--- src/rtl/mem_port_arbiter.sv ---
// rtl/mem_port_arbiter.sv - fetch/data arbiter onto one single-ported memory, one transaction in flight
// Optional fetch anti-starvation counter enabled by defining ARB_FAIR_EN.
module mem_port_arbiter #(
   parameter int ADDR_WIDTH     = 32,
   parameter int DATA_WIDTH     = 32,
   parameter int FETCH_MAX_WAIT = 4
) (
   input  logic                  clk,
   input  logic                  rst_n,
   input  logic                  i_req,
   input  logic [ADDR_WIDTH-1:0] i_addr,
   output logic                  i_gnt,
   output logic                  i_rvalid,
   output logic [DATA_WIDTH-1:0] i_rdata,
   input  logic                  d_req,
   input  logic                  d_we,
   input  logic [2:0]            d_size,
   input  logic [ADDR_WIDTH-1:0] d_addr,
   input  logic [DATA_WIDTH-1:0] d_wdata,
   output logic                  d_gnt,
   output logic                  d_rvalid,
   output logic [DATA_WIDTH-1:0] d_rdata,
   output logic                  m_req,
   output logic                  m_we,
   output logic [2:0]            m_size,
   output logic [ADDR_WIDTH-1:0] m_addr,
   output logic [DATA_WIDTH-1:0] m_wdata,
   input  logic                  m_ready,
   input  logic                  m_rvalid,
   input  logic [DATA_WIDTH-1:0] m_rdata,
   output logic                  proto_err
);

   typedef enum logic [1:0] {S_IDLE, S_ISSUE, S_WAIT} state_t;

   state_t                state_q, state_d;
   logic                  owner_q, owner_d;
   logic                  m_req_q, m_req_d;
   logic                  m_we_q, m_we_d;
   logic [2:0]            m_size_q, m_size_d;
   logic [ADDR_WIDTH-1:0] m_addr_q, m_addr_d;
   logic [DATA_WIDTH-1:0] m_wdata_q, m_wdata_d;
   logic                  i_rvalid_q, i_rvalid_d;
   logic                  d_rvalid_q, d_rvalid_d;
   logic [DATA_WIDTH-1:0] i_rdata_q, i_rdata_d;
   logic [DATA_WIDTH-1:0] d_rdata_q, d_rdata_d;
   logic                  proto_err_q, proto_err_d;
   logic                  arb_open;
   logic                  fetch_win;
   logic                  fetch_boost;
   logic                  i_gnt_c;
   logic                  d_gnt_c;

`ifdef ARB_FAIR_EN
   localparam int CW = $clog2(FETCH_MAX_WAIT + 1);
   logic [CW-1:0] wait_cnt_q, wait_cnt_d;

   assign fetch_boost = (wait_cnt_q == CW'(FETCH_MAX_WAIT));

   always_comb begin
      wait_cnt_d = wait_cnt_q;
      if (i_gnt_c) begin
         wait_cnt_d = '0;
      end else if (i_req && !fetch_boost) begin
         wait_cnt_d = wait_cnt_q + 1'b1;
      end
   end

   always_ff @(posedge clk or negedge rst_n) begin
      if (!rst_n) begin
         wait_cnt_q <= '0;
      end else begin
         wait_cnt_q <= wait_cnt_d;
      end
   end
`else
   assign fetch_boost = 1'b0;
`endif

   // Data normally wins: the load/store is older in program order than the fetch.
   assign fetch_win = i_req && (!d_req || fetch_boost);

   always_comb begin
      state_d     = state_q;
      owner_d     = owner_q;
      m_req_d     = m_req_q;
      m_we_d      = m_we_q;
      m_size_d    = m_size_q;
      m_addr_d    = m_addr_q;
      m_wdata_d   = m_wdata_q;
      i_rvalid_d  = 1'b0;
      d_rvalid_d  = 1'b0;
      i_rdata_d   = i_rdata_q;
      d_rdata_d   = d_rdata_q;
      proto_err_d = proto_err_q | (m_rvalid && (state_q != S_WAIT));
      arb_open    = 1'b0;

      case (state_q)
         S_IDLE: begin
            arb_open = 1'b1;
         end
         S_ISSUE: begin
            if (m_ready) begin
               m_req_d = 1'b0;
               state_d = S_WAIT;
            end
         end
         S_WAIT: begin
            if (m_rvalid) begin
               arb_open = 1'b1;
               state_d  = S_IDLE;
               if (owner_q) begin
                  d_rvalid_d = 1'b1;
                  d_rdata_d  = m_rdata;
               end else begin
                  i_rvalid_d = 1'b1;
                  i_rdata_d  = m_rdata;
               end
            end
         end
         default: begin
            state_d = S_IDLE;
         end
      endcase

      // Gated by rst_n so the combinational grants also read 0 while reset is held.
      i_gnt_c = rst_n && arb_open && fetch_win;
      d_gnt_c = rst_n && arb_open && d_req && !fetch_win;

      if (i_gnt_c) begin
         owner_d   = 1'b0;
         m_req_d   = 1'b1;
         m_we_d    = 1'b0;
         m_size_d  = 3'b010;
         m_addr_d  = i_addr;
         m_wdata_d = '0;
         state_d   = S_ISSUE;
      end else if (d_gnt_c) begin
         owner_d   = 1'b1;
         m_req_d   = 1'b1;
         m_we_d    = d_we;
         m_size_d  = d_size;
         m_addr_d  = d_addr;
         m_wdata_d = d_wdata;
         state_d   = S_ISSUE;
      end
   end

   always_ff @(posedge clk or negedge rst_n) begin
      if (!rst_n) begin
         state_q     <= S_IDLE;
         owner_q     <= 1'b0;
         m_req_q     <= 1'b0;
         m_we_q      <= 1'b0;
         m_size_q    <= 3'b000;
         m_addr_q    <= '0;
         m_wdata_q   <= '0;
         i_rvalid_q  <= 1'b0;
         d_rvalid_q  <= 1'b0;
         i_rdata_q   <= '0;
         d_rdata_q   <= '0;
         proto_err_q <= 1'b0;
      end else begin
         state_q     <= state_d;
         owner_q     <= owner_d;
         m_req_q     <= m_req_d;
         m_we_q      <= m_we_d;
         m_size_q    <= m_size_d;
         m_addr_q    <= m_addr_d;
         m_wdata_q   <= m_wdata_d;
         i_rvalid_q  <= i_rvalid_d;
         d_rvalid_q  <= d_rvalid_d;
         i_rdata_q   <= i_rdata_d;
         d_rdata_q   <= d_rdata_d;
         proto_err_q <= proto_err_d;
      end
   end

   assign i_gnt     = i_gnt_c;
   assign d_gnt     = d_gnt_c;
   assign i_rvalid  = i_rvalid_q;
   assign d_rvalid  = d_rvalid_q;
   assign i_rdata   = i_rdata_q;
   assign d_rdata   = d_rdata_q;
   assign m_req     = m_req_q;
   assign m_we      = m_we_q;
   assign m_size    = m_size_q;
   assign m_addr    = m_addr_q;
   assign m_wdata   = m_wdata_q;
   assign proto_err = proto_err_q;

endmodule

--- config.mk ---
export PLATFORM = sky130hd
export DESIGN_NAME = mem_port_arbiter
export DESIGN_NICKNAME = d
export VERILOG_FILES = /design/src/rtl/mem_port_arbiter.sv
export SDC_FILE = /design/constraint.sdc
export NUM_CORES = 1
export LEC_CHECK = 0
export CELL_PAD_IN_SITES_DETAIL_PLACEMENT = 1
export CELL_PAD_IN_SITES_GLOBAL_PLACEMENT = 2
export CORE_MARGIN = 8
export CORE_UTILIZATION = 28
export DETAILED_ROUTE_END_ITERATION = 6
export PLACE_DENSITY_LB_ADDON = 0.1
export SLEW_MARGIN = 0
export SYNTH_ARGS = -nofsm -noshare
export SYNTH_HDL_FRONTEND = slang
export SYNTH_SLANG_ARGS = --single-unit
--- constraint.sdc ---
create_clock -name clk -period 3.2 [get_ports clk]
set_clock_uncertainty 0.1 [all_clocks]
set_input_delay 0.64 -clock clk [delete_from_list [all_inputs] [get_ports clk]]
set_output_delay 0.64 -clock clk [all_outputs]
set_load 0.01 [all_outputs]
# Word-level counts from Yosys, hierarchy flattened
# Index checks and enable logic that the tools add are counted.
classes:
  n_eq_ne: 6
  n_mux: 27
  bitwise: 2
  n_reduce_logical: 16
ops:
  columns: ["op", "count"]
  rows:
  - ["$mux W32", 4]
  - ["$mux W1", 15]
  - ["$reduce_and A3 Y1", 3]
  - ["$mux W2", 4]
  - ["$ne A4 B4 Y1 const B", 2]
  - ["$logic_and A1 B1 Y1", 6]
  - ["$mux W3", 2]
  - ["$pmux W2 S3", 1]
  - ["$reduce_bool A3 Y1", 2]
  - ["$ne A3 B3 Y1 const B", 1]
  - ["$eq A2 B1 Y1 const B", 1]
  - ["$eq A2 B2 Y1 const B", 1]
  - ["$logic_not A1 Y1", 2]
  - ["$logic_not A2 Y1", 1]
  - ["$ne A2 B2 Y1 const B", 1]
  - ["$pmux W1 S2", 1]
  - ["$reduce_and A2 Y1", 1]
  - ["$reduce_bool A2 Y1", 1]
  - ["$not A1 Y1", 1]
  - ["$or A1 B1 Y1", 1]
word_totals:
  ff_bits: 139
  in_bits: 138
  out_inout_bits: 138
  elab_cells: 63

# Depth between registers and ports, before layout
logic_depth:
  word_depth: 7
  mapped_depth: 5
  mapped_depth_nobuf: 3

# Least setup slack after synthesis
# No wires, ideal clock.
synth_path:
  path_type: "input port to output port"
  from: "input port i_req"
  to: "output port i_gnt"
  t_arrival_ps: 1301
  required_ps: 2460
  slack_ps: 1159
  path_stages: 4
  path_buffers: 2
  path_cell_list: "nor2b_1 > buf_2 > buf_6 > and4_1"
synth_via:
  elab_chain_cells: 2
synth_lines:
  columns: ["item", "line", "rtl"]
  rows:
  - ["from (decl)", "10", "input logic i_req,"]
  - ["$logic_and A1 B1 Y1", "81", "assign fetch_win = i_req && (!d_req || fetch_boost);"]
  - ["$logic_and A1 B1 Y1", "127", "i_gnt_c = rst_n && arb_open && fetch_win;"]
  - ["to (decl)", "12", "output logic i_gnt,"]
# No other way between the ends.

# Final worst setup path
layout_path:
  from: "input port m_rvalid"
  to: "output port d_gnt"
layout_via:
  elab_chain_cells: 5
layout_lines:
  columns: ["item", "line", "rtl"]
  rows:
  - ["from (decl)", "29", "input logic m_rvalid,"]
  - ["$mux W1", "109", "if (m_rvalid) begin"]
  - ["$pmux W1 S2", "98", "case (state_q)"]
  - ["$logic_and A1 B1 Y1 (3 in a row)", "128", "d_gnt_c = rst_n && arb_open && d_req && !fetch_win;"]
  - ["to (decl)", "20", "output logic d_gnt,"]
# No other way between the ends.

==> run_results.csv <==
group,metric,value,unit
critical_path,slowest_delay,0.54,ns
sta,report.final.slew_viol_count,0,
clock_tree,insertion_delay,0.41,ns
clock_tree,cts_buffers,17,
clock_tree,cts_tree,"done",
yosys,synth.cell_area,5520,µm²
floorplan,die_area,24500,µm²
critical_path,path_buf_inv,2,
detailed_routing,drtIter0Drc,85,
critical_path,reg2regPathDepth,4,
sta,max_freq,336,MHz
grt,gr-total-overflow,0,
final_layout,final_area,9140,µm²
hold_path,min_path_type,"reg2reg",
clock_tree,cts_root_buf,"clkbuf_16",
critical_path,reg2reg_slack,1.37,ns
yosys,syn-num-nets,482,
detailed_routing,routed_via_density,4.50,
sta,setup_tns,0,ns
floorplan,start_util,0.284,
critical_path,crit_family,"buffers and inverters",
sta,hold_violations,0,
detailed_routing,wl_per_cell,20.7,µm
place,postPlaceCellArea,8550,µm²
critical_path,cp_slowest_cell,"clkdlybuf4s50_1",
floorplan,die_h,156,µm
status,status,"complete, no violations",
critical_path,start_kind,"primary input",
place,io_buffers,275,
sta,rsz0062_at_grt,"false",
yosys,synth-edff-count,0,
detailed_routing,dr.pass1.iters,4,
yosys,postSynthCellCount,344,
critical_path,end_kind,"output pin",
yosys,async_reset_ff_frac,1.00,
final_layout,finish.net_count,762,
place,place_hpwl,13700,µm
floorplan,core,19400,µm²
detailed_routing,vias,4063,
sta,fin_crit,2.98,ns
sta,tightestPinTransition,0.791,ns
place,gp_routability_congestion,0.764,
detailed_routing,finalWirelength,18600,µm
critical_path,cp.required,2.46,ns
grt,grt_pass1_wl,28900,µm
floorplan,io_pins,276,
yosys,synth_ff_type,"dfrtp_1",
yosys,ys_seq_area_frac,0.630,
floorplan,rows,51,
clock_tree,clock_sinks,139,
critical_path,critPathKind,"in2out",
power,ir_drop,0.416,mV
final_layout,fill_cells,2013,
detailed_routing,drcViolationCount,0,
grt,track_usage,0.156,
critical_path,crit_arrival,2.24,ns
final_layout,diodes,0,
power,power_density,860,nW/µm²
grt,first_global_vias,4643,
critical_path,r2r_start,"state_q[0]",
critical_path,crit_path_frequent_cell,"clkdlybuf4s50_1",
grt,grt_antenna_before_repair,0,
hold_path,holdPathEnd,"proto_err",
final_layout,syn_to_final_growth,65.7,%
hold_path,hold_depth,1,
yosys,ys_seq_elements,139,
final_layout,drive_gt1_frac,0.218,
yosys,syn_avg_cell_area,16.0,µm²
critical_path,path_cells,"clkdlybuf4s50_1 -> nand2b_1 -> and4_1 -> clkdlybuf4s50_1",
final_layout,post-route-util,0.471,
yosys,ys_types,21,
sta,timing.final.crit_share,0.931,
power,p_leak,3.84,nW
hold_path,hold_path_startpoint,"proto_err",
floorplan,die_x,156,µm
detailed_routing,ant_nets,0,
clock_tree,htreeDepth,4,
yosys,yosys_warnings,0,
grt,grt_max_degree,130,
sta,final-setup-viol-count,0,
clock_tree,cts_max_path_buffers,2,
job,cap_violations,0,
sta,slew_headroom,0.473,
critical_path,r2r_end,"i_rdata[14]",
clock_tree,clk_pin_slew,0.06,ns
critical_path,path_max_fanout,5,
clock_tree,cts_resized,0,
[report_power, final]
part | switching, mW | internal (mW)
Clock | 0.780 | 1.18
Combinational | 1.15 | 1.90
Sequential | 0.371 | 2.48
[worst reg2reg max path, delay by kind of cell, from the launching register on]
family,cells,cell delay [ns]
buf+inv,1,0.43
flops,1,0.39
mux,1,0.42
simple gates,2,0.39
[area by class of cell]
class,count,area [µm²],area share
clock buffers,20,447,0.0489
multi-input cells,180,1900,0.208
well taps,265,332,0.0363
flip-flops and latches,139,3480,0.380
repair buffers,282,2830,0.310
clock inverters,12,139,0.0152
inverters,4,15.0,0.00164
[cell families after synthesis]
| family | share of synthesized area |
|---|---|
| AOI/OAI and AO/OA | 0.0646 |
| buffers and inverters | 0.0288 |
| DFF | 0.630 |
| muxes | 0.261 |
| and+or+nand+nor | 0.0150 |
[sequential cells by signal, indices dropped and copies added, names as in the netlist]
name and flops:
d_rdata 32, i_rdata 32, m_addr 32, m_wdata 32
m_size 3, state_q 2, d_rvalid 1, i_rvalid 1
m_req 1, m_we 1, owner_q 1, proto_err 1
[metrics by stage]
step / hold WS, ns / cells / setup slack, ns / power, mW
after CTS: 0.382 / 902 / 0.180 / 8.03
after floorplan: 0.244 / 344 / 1.16 / 3.98
final: 0.377 / 902 / 0.220 / 7.86
after global placement: 0.349 / 869 / 0.211 / 5.90
after global routing: 0.411 / 902 / 0.143 / 8.34
after detailed placement: 0.355 / 869 / 0.216 / 5.99
[what timing repair did]
item	CTS	global route
setup buffers	0	0
hold endpoints to repair	11	0
endpoints found under the setup margin	0	0
hold buffers	1	0
[synth_stat cells, types with 2 or more instances]
library cell / instances / share of area
inv_1: 4 / 0.0027
mux2_1: 29 / 0.059
buf_6: 6 / 0.012
nand4_1: 2 / 0.0023
mux2_2: 99 / 0.20
and4_1: 2 / 0.0032
a21o_1: 2 / 0.0027
nand2_1: 2 / 0.0014
clkbuf_1: 3 / 0.0020
buf_4: 2 / 0.0027
buf_2: 10 / 0.0091
nand2b_1: 2 / 0.0023
dfrtp_1: 139 / 0.63
a22o_1: 35 / 0.056
[how the worst max path moves through the flow]
| stage | cells after the start | start | slack (ns) | endpoint |
|---|---|---|---|---|
| final | 4 | m_rvalid | 0.22 | d_gnt |
| after global routing | 4 | m_rvalid | 0.14 | d_gnt |
| after CTS | 4 | rst_n | 0.18 | d_gnt |
| after detailed placement | 4 | m_rvalid | 0.22 | d_gnt |
| after global placement | 4 | m_rvalid | 0.21 | d_gnt |
| after floorplan | 4 | i_req | 1.16 | i_gnt |
[placed cells by master (no fill, tap or decap), drive strengths merged, types with 4 or more instances in the layout]
cell type        n
clkdlybuf4s50  274
dfrtp          139
mux2           128
a22o            35
clkbuf          20
inv              8
buf              7
clkinvlp         4
[layer usage]
layer  part of all wire  GRT usage
met3               0.11     0.0758
met1               0.40      0.181
met5                  0          0
met2               0.48      0.250
met4              0.013     0.0476
(Power assumes the default switching activity.)
